[config.mk]
export PLATFORM = sky130hd
export DESIGN_NAME = clap_command_decoder
export DESIGN_NICKNAME = d
export VERILOG_FILES = /design/src/rtl/clap_pkg.sv /design/src/rtl/clap_command_decoder_cycle_timer.sv /design/src/rtl/clap_command_decoder.sv
export SDC_FILE = /design/constraint.sdc
export NUM_CORES = 1
export LEC_CHECK = 0
export CORE_MARGIN = 1.5
export CORE_UTILIZATION = 45
export CTS_BUF_LIST = sky130_fd_sc_hd__clkbuf_16
export DETAILED_ROUTE_END_ITERATION = 8
export DONT_BUFFER_PORTS = 1
export PLACE_DENSITY_LB_ADDON = 0.2
export SETUP_SLACK_MARGIN = 0.3
export SLEW_MARGIN = 20
export SYNTH_ARGS = -nofsm -noshare
export SYNTH_HDL_FRONTEND = slang
export SYNTH_SLANG_ARGS = --single-unit
[constraint.sdc]
create_clock -name clk -period 2.7 [get_ports clk]
set_input_delay 0.27 -clock clk [delete_from_list [all_inputs] [get_ports clk]]
set_output_delay 0.27 -clock clk [all_outputs]
set_load 0.005 [all_outputs]
[src/rtl/clap_pkg.sv]
// Shared types and constants for the clap command decoder.
// Default timing assumes a 50 MHz core clock.
package clap_pkg;

  typedef enum logic [2:0] {
    IDLE,
    QUALIFY,
    RELEASE,
    WINDOW,
    EMIT,
    LOCKOUT
  } state_t;

  localparam logic [1:0] CMD_NONE   = 2'd0;
  localparam logic [1:0] CMD_SINGLE = 2'd1;
  localparam logic [1:0] CMD_DOUBLE = 2'd2;
  localparam logic [1:0] CMD_TRIPLE = 2'd3;

  localparam int DEF_HOLD_CYCLES   = 4;
  localparam int DEF_GAP_CYCLES    = 2_500_000;
  localparam int DEF_WINDOW_CYCLES = 25_000_000;

  function automatic int timer_width(input int gap, input int win);
    return $clog2(((gap > win) ? gap : win) + 1);
  endfunction

endpackage

[src/rtl/clap_command_decoder_cycle_timer.sv]
// Saturating up-counter with synchronous clear and a "reached terminal" flag.
// done is combinational on the current count so the FSM can act in the same cycle.
module cycle_timer #(
  parameter int W = 8
) (
  input  logic         clk,
  input  logic         reset,
  input  logic         clear,
  input  logic         en,
  input  logic [W-1:0] terminal,
  output logic         done
);

  logic [W-1:0] count;

  always_ff @(posedge clk) begin
    if (reset || clear) begin
      count <= '0;
    end else if (en && (count != '1)) begin
      count <= count + W'(1);
    end
  end

  // >= rather than == so a count that ran past terminal still reads as expired
  assign done = (count >= terminal);

endmodule

[src/rtl/clap_command_decoder.sv]
// Decodes single/double/triple clap sequences into commands that toggle a light and fan.
// Clap input is registered once, so every transition lags the raw input by one cycle.
import clap_pkg::*;

module clap_command_decoder #(
  parameter int HOLD_CYCLES   = DEF_HOLD_CYCLES,
  parameter int GAP_CYCLES    = DEF_GAP_CYCLES,
  parameter int WINDOW_CYCLES = DEF_WINDOW_CYCLES
) (
  input  logic       clk,
  input  logic       reset,
  input  logic       enable,
  input  logic       clap,
  output logic       cmd_valid,
  output logic [1:0] cmd_code,
  output logic       light_on,
  output logic       fan_on,
  output logic [1:0] clap_count
);

  localparam int TW = timer_width(GAP_CYCLES, WINDOW_CYCLES);
  localparam logic [TW-1:0] HOLD_TERM   = TW'(HOLD_CYCLES - 1);
  localparam logic [TW-1:0] GAP_TERM    = TW'(GAP_CYCLES - 1);
  localparam logic [TW-1:0] WINDOW_TERM = TW'(WINDOW_CYCLES - 1);

  state_t     state;
  logic       clap_q;
  logic       hold_clr, gap_clr, win_clr, win_en;
  logic       hold_done, gap_done, win_done;
  logic [1:0] count_inc;

  always_ff @(posedge clk) begin
    if (reset) clap_q <= 1'b0;
    else       clap_q <= clap;
  end

  // The cycle that moves IDLE/WINDOW into QUALIFY already counts as the first high cycle.
  assign hold_clr = !enable || !clap_q || !(state inside {IDLE, QUALIFY, WINDOW});
  assign gap_clr  = !enable || clap_q || !(state inside {RELEASE, LOCKOUT});
  // Window keeps its value across QUALIFY so a rejected glitch resumes the wait.
  assign win_clr  = !enable || !(state inside {WINDOW, QUALIFY});
  assign win_en   = (state == WINDOW);

  cycle_timer #(.W(TW)) u_hold (
    .clk(clk), .reset(reset), .clear(hold_clr), .en(1'b1),
    .terminal(HOLD_TERM), .done(hold_done)
  );

  cycle_timer #(.W(TW)) u_gap (
    .clk(clk), .reset(reset), .clear(gap_clr), .en(1'b1),
    .terminal(GAP_TERM), .done(gap_done)
  );

  cycle_timer #(.W(TW)) u_window (
    .clk(clk), .reset(reset), .clear(win_clr), .en(win_en),
    .terminal(WINDOW_TERM), .done(win_done)
  );

  assign count_inc = (clap_count == 2'd3) ? 2'd3 : clap_count + 2'd1;

  always_ff @(posedge clk) begin
    if (reset) begin
      state      <= IDLE;
      clap_count <= 2'd0;
      cmd_valid  <= 1'b0;
      cmd_code   <= CMD_NONE;
      light_on   <= 1'b0;
      fan_on     <= 1'b0;
    end else if (!enable) begin
      state      <= IDLE;
      clap_count <= 2'd0;
      cmd_valid  <= 1'b0;
      cmd_code   <= CMD_NONE;
    end else begin
      cmd_valid <= 1'b0;
      cmd_code  <= CMD_NONE;
      case (state)
        IDLE: begin
          if (clap_q) state <= QUALIFY;
        end
        QUALIFY: begin
          if (clap_q) begin
            if (hold_done) begin
              clap_count <= count_inc;
              if (count_inc == 2'd3) begin
                state     <= EMIT;
                cmd_valid <= 1'b1;
                cmd_code  <= count_inc;
              end else begin
                state <= RELEASE;
              end
            end
          end else begin
            state <= (clap_count == 2'd0) ? IDLE : WINDOW;
          end
        end
        RELEASE: begin
          if (!clap_q && gap_done) state <= WINDOW;
        end
        WINDOW: begin
          if (clap_q) begin
            state <= QUALIFY;
          end else if (win_done) begin
            state     <= EMIT;
            cmd_valid <= 1'b1;
            cmd_code  <= clap_count;
          end
        end
        EMIT: begin
          state <= LOCKOUT;
          case (cmd_code)
            CMD_SINGLE: light_on <= ~light_on;
            CMD_DOUBLE: fan_on   <= ~fan_on;
            CMD_TRIPLE: begin
              light_on <= 1'b0;
              fan_on   <= 1'b0;
            end
            default: ;
          endcase
        end
        LOCKOUT: begin
          if (!clap_q && gap_done) begin
            state      <= IDLE;
            clap_count <= 2'd0;
          end
        end
        default: state <= IDLE;
      endcase
    end
  end

endmodule

==> results.sh <==
export IMPL_run_status="complete, no violations"
export IMPL_layout_drive_gt1_share=0.0588
export IMPL_syn_area_per_cell_um2=8.28
export IMPL_nFillCells=911
export IMPL_cts_buffers=9
export IMPL_clock_root_buffer="clkbuf_16"
export IMPL_hold_path_class="primary input to flip-flop"
export IMPL_htreeDepth=3
export IMPL_rrSetupSlack_ns=0.52
export IMPL_hold_end="clap_q"
export IMPL_p_total_uw=2590
export IMPL_via_per_inst=5.38
export IMPL_dr_pass1_iters=5
export IMPL_drv_cap=0
export IMPL_rsz0062_at_grt="no"
export IMPL_fin_nets=530
export IMPL_hold_path_depth=1
export IMPL_tightest_slew_ns=0.845
export IMPL_mostFrequentLayoutCells="96 x nor2_1, 86 x dfxtp_1, 46 x nand2_1"
export IMPL_ys_flop_type="dfxtp_1"
export IMPL_coreArea_um2=9280
export IMPL_synth_fp_nets=528
export IMPL_antenna_cells=0
export IMPL_cp_arrival_ns=2.40
export IMPL_max_stage_delay_ns=0.34
export IMPL_yosysSeqAreaShare=0.399
export IMPL_worstReg2RegStart="u_window.count[0]"
export IMPL_clock_sinks=86
export IMPL_final_common_cell="nor2_1"
export IMPL_cp_slowest_cell="dfxtp_1"
export IMPL_vias=3531
export IMPL_grt_use_total=0.184
export IMPL_hold_viol=0
export IMPL_finalCriticalPeriod_ns=2.18
export IMPL_async_reset_ff_frac=0
export IMPL_route_detailed_drc=0
export IMPL_wl_per_cell_um=13.4
export IMPL_grt_overflow=0
export IMPL_antenna_found_initial=0
export IMPL_clk_pin_slew_ns=0.06
export IMPL_rows=35
export IMPL_power_density_nw_per_um2=545
export IMPL_finalWeightedCongestion=0.890
export IMPL_clock_latency_ns=0.33
export IMPL_syn_inst=521
export IMPL_post_route_period_util=0.806
export IMPL_fin_setup_tns_ns=0
export IMPL_critPathCaptureType="flip-flop"
export IMPL_timing_rr_end="state[1]"
export IMPL_synth_top_cell_area_share=0.399
export IMPL_start_kind="flip-flop"
export IMPL_syn_to_final_growth_pct=10.2
export IMPL_dp_hpwl_um=6100
export IMPL_ctsResizeCount=0
export IMPL_first_iter_violations=153
export IMPL_path_cells="ha_1 > and3_1 > nor2b_1 > nor4_1 > o22ai_1 > o31ai_2 > mux2_4"
export IMPL_startpoint="u_window.count[0]"
export IMPL_dieArea_um2=10200
export IMPL_grt_pass1_vias=3142
export IMPL_fin_skew_ns=0.00479
export IMPL_grt_max_degree=28
export IMPL_synth_area_um2=4310
export IMPL_synth_seq_cells=86
export IMPL_die_y_um=101
export IMPL_setup_worst_path_class="flip-flop to flip-flop"
export IMPL_slew_headroom=0.437
export IMPL_synth_area_leaders="dfxtp_1 40%, nor2_1 8.4%, xor2_1 7.1%, xnor2_1 6.3%, nand2_1 4.0%"
export IMPL_cts_tree="built"
export IMPL_hold_path_startpoint="clap"
export IMPL_grt_pass1_wl_um=15000
export IMPL_crit_required_ns=2.92
export IMPL_synth_top_area_cell="dfxtp_1"
export IMPL_initial_core_util=0.465
export IMPL_rr_worst_depth=7
export IMPL_max_freq_mhz=460
export IMPL_postRouteAntennaNets=0
export IMPL_cts_buffer_depth=2
export IMPL_vdd_drop_max_mv=0.264
export IMPL_p_leak_uw=0.00146
export IMPL_setup_ws_ns=0.524
export IMPL_ys_warnings_count=0
export IMPL_setup_viol=0
export IMPL_wl_um=8790
export IMPL_io_pins=11
export IMPL_critPathMaxFanout=4
export IMPL_yosysUniqueCellTypes=57
export IMPL_port_buffers=0
export IMPL_slew_viol_final=0
export IMPL_crit_family="simple AND/OR/NAND/NOR gates"
export IMPL_synth_edf_count=0
export IMPL_die_w_um=101
export IMPL_crit_buf_inv=0
export IMPL_place_ws_ns=0.539
flip-flops by register name (all words and copies together) (netlist names):
register,cells
clap_count,2
clap_q,1
cmd_code,2
cmd_valid,1
fan_on,1
light_on,1
state,3
u_gap.count,25
u_hold.count,25
u_window.count,25
layer usage:
layer / part of all wire / wire [um] / GRT usage
met5: 0 / 0 / 0
met4: 0.0084 / 74 / 0.0588
met3: 0.026 / 228 / 0.0506
met2: 0.43 / 3820 / 0.268
met1: 0.53 / 4670 / 0.263
cells by family after synthesis:
family                   after synthesis  share of synthesized area
buffers and inverters                 25                     0.0226
AND/OR/NAND/NOR                      280                      0.330
AO/OA/AOI/OAI                         58                     0.0969
multiplexers                           3                    0.00841
adder cells (fa/ha/maj)                3                    0.00870
flip-flops                            86                      0.399
XOR/XNOR                              66                      0.134
area by class of cell:
type / count / area, um2 / area share
multi-input combinational: 410 / 2490 / 0.525
tap: 129 / 161 / 0.0339
clock buffer: 9 / 225 / 0.0474
sequential: 86 / 1720 / 0.362
inverter: 13 / 48.8 / 0.0103
clock inverter: 6 / 78.8 / 0.0166
timing repair buffer: 3 / 25.0 / 0.00526
report_power, final:
| part | switching (uW) | internal [uW] |
|---|---|---|
| Sequential | 9.22 | 1270 |
| Combinational | 22.2 | 13.1 |
| Clock | 478 | 795 |
synthesized netlist by cell type (all sizes together), types with 2 or more instances:
cell / instances
mux2: 2
nand2: 46
nor4b: 3
and3: 14
clkbuf: 9
a2111o: 2
a221oi: 2
buf: 3
o211ai: 2
xor2: 35
nand3: 34
a31oi: 6
and4: 10
nor3: 16
o31ai: 2
o21ai: 12
inv: 13
nand4b: 2
nand4: 26
and2: 5
dfxtp: 86
xnor2: 31
a2111oi: 3
or3: 7
nor4: 13
ha: 3
a21oi: 18
nor2b: 5
o21bai: 2
nor2: 96
stage by stage:
stage	hold slack (ns)	instances	util	instance area, um2
5_1_grt	0.0833	656	0.512	4760
6_report	0.0716	656	0.512	4760
4_1_cts	0.0590	656	0.512	4760
3_5_place_dp	0.343	640	0.478	4440
2_1_floorplan	0.339	521	-	4310
3_3_place_gp	0.341	640	0.478	4440
worst max path at each step:
stage,endpoint,cells after the start,slack [ns]
floorplan,state[1],7,0.72
global placement,state[1],7,0.63
detailed placement,state[1],7,0.54
CTS,state[1],7,0.52
global route,state[1],7,0.43
finish,state[1],7,0.52
timing repair:
item	in CTS	in global routing
buffers inserted	0	0
endpoints found under the hold margin	3	0
hold buffers	1	0
Power figures use the tool's default switching activity.
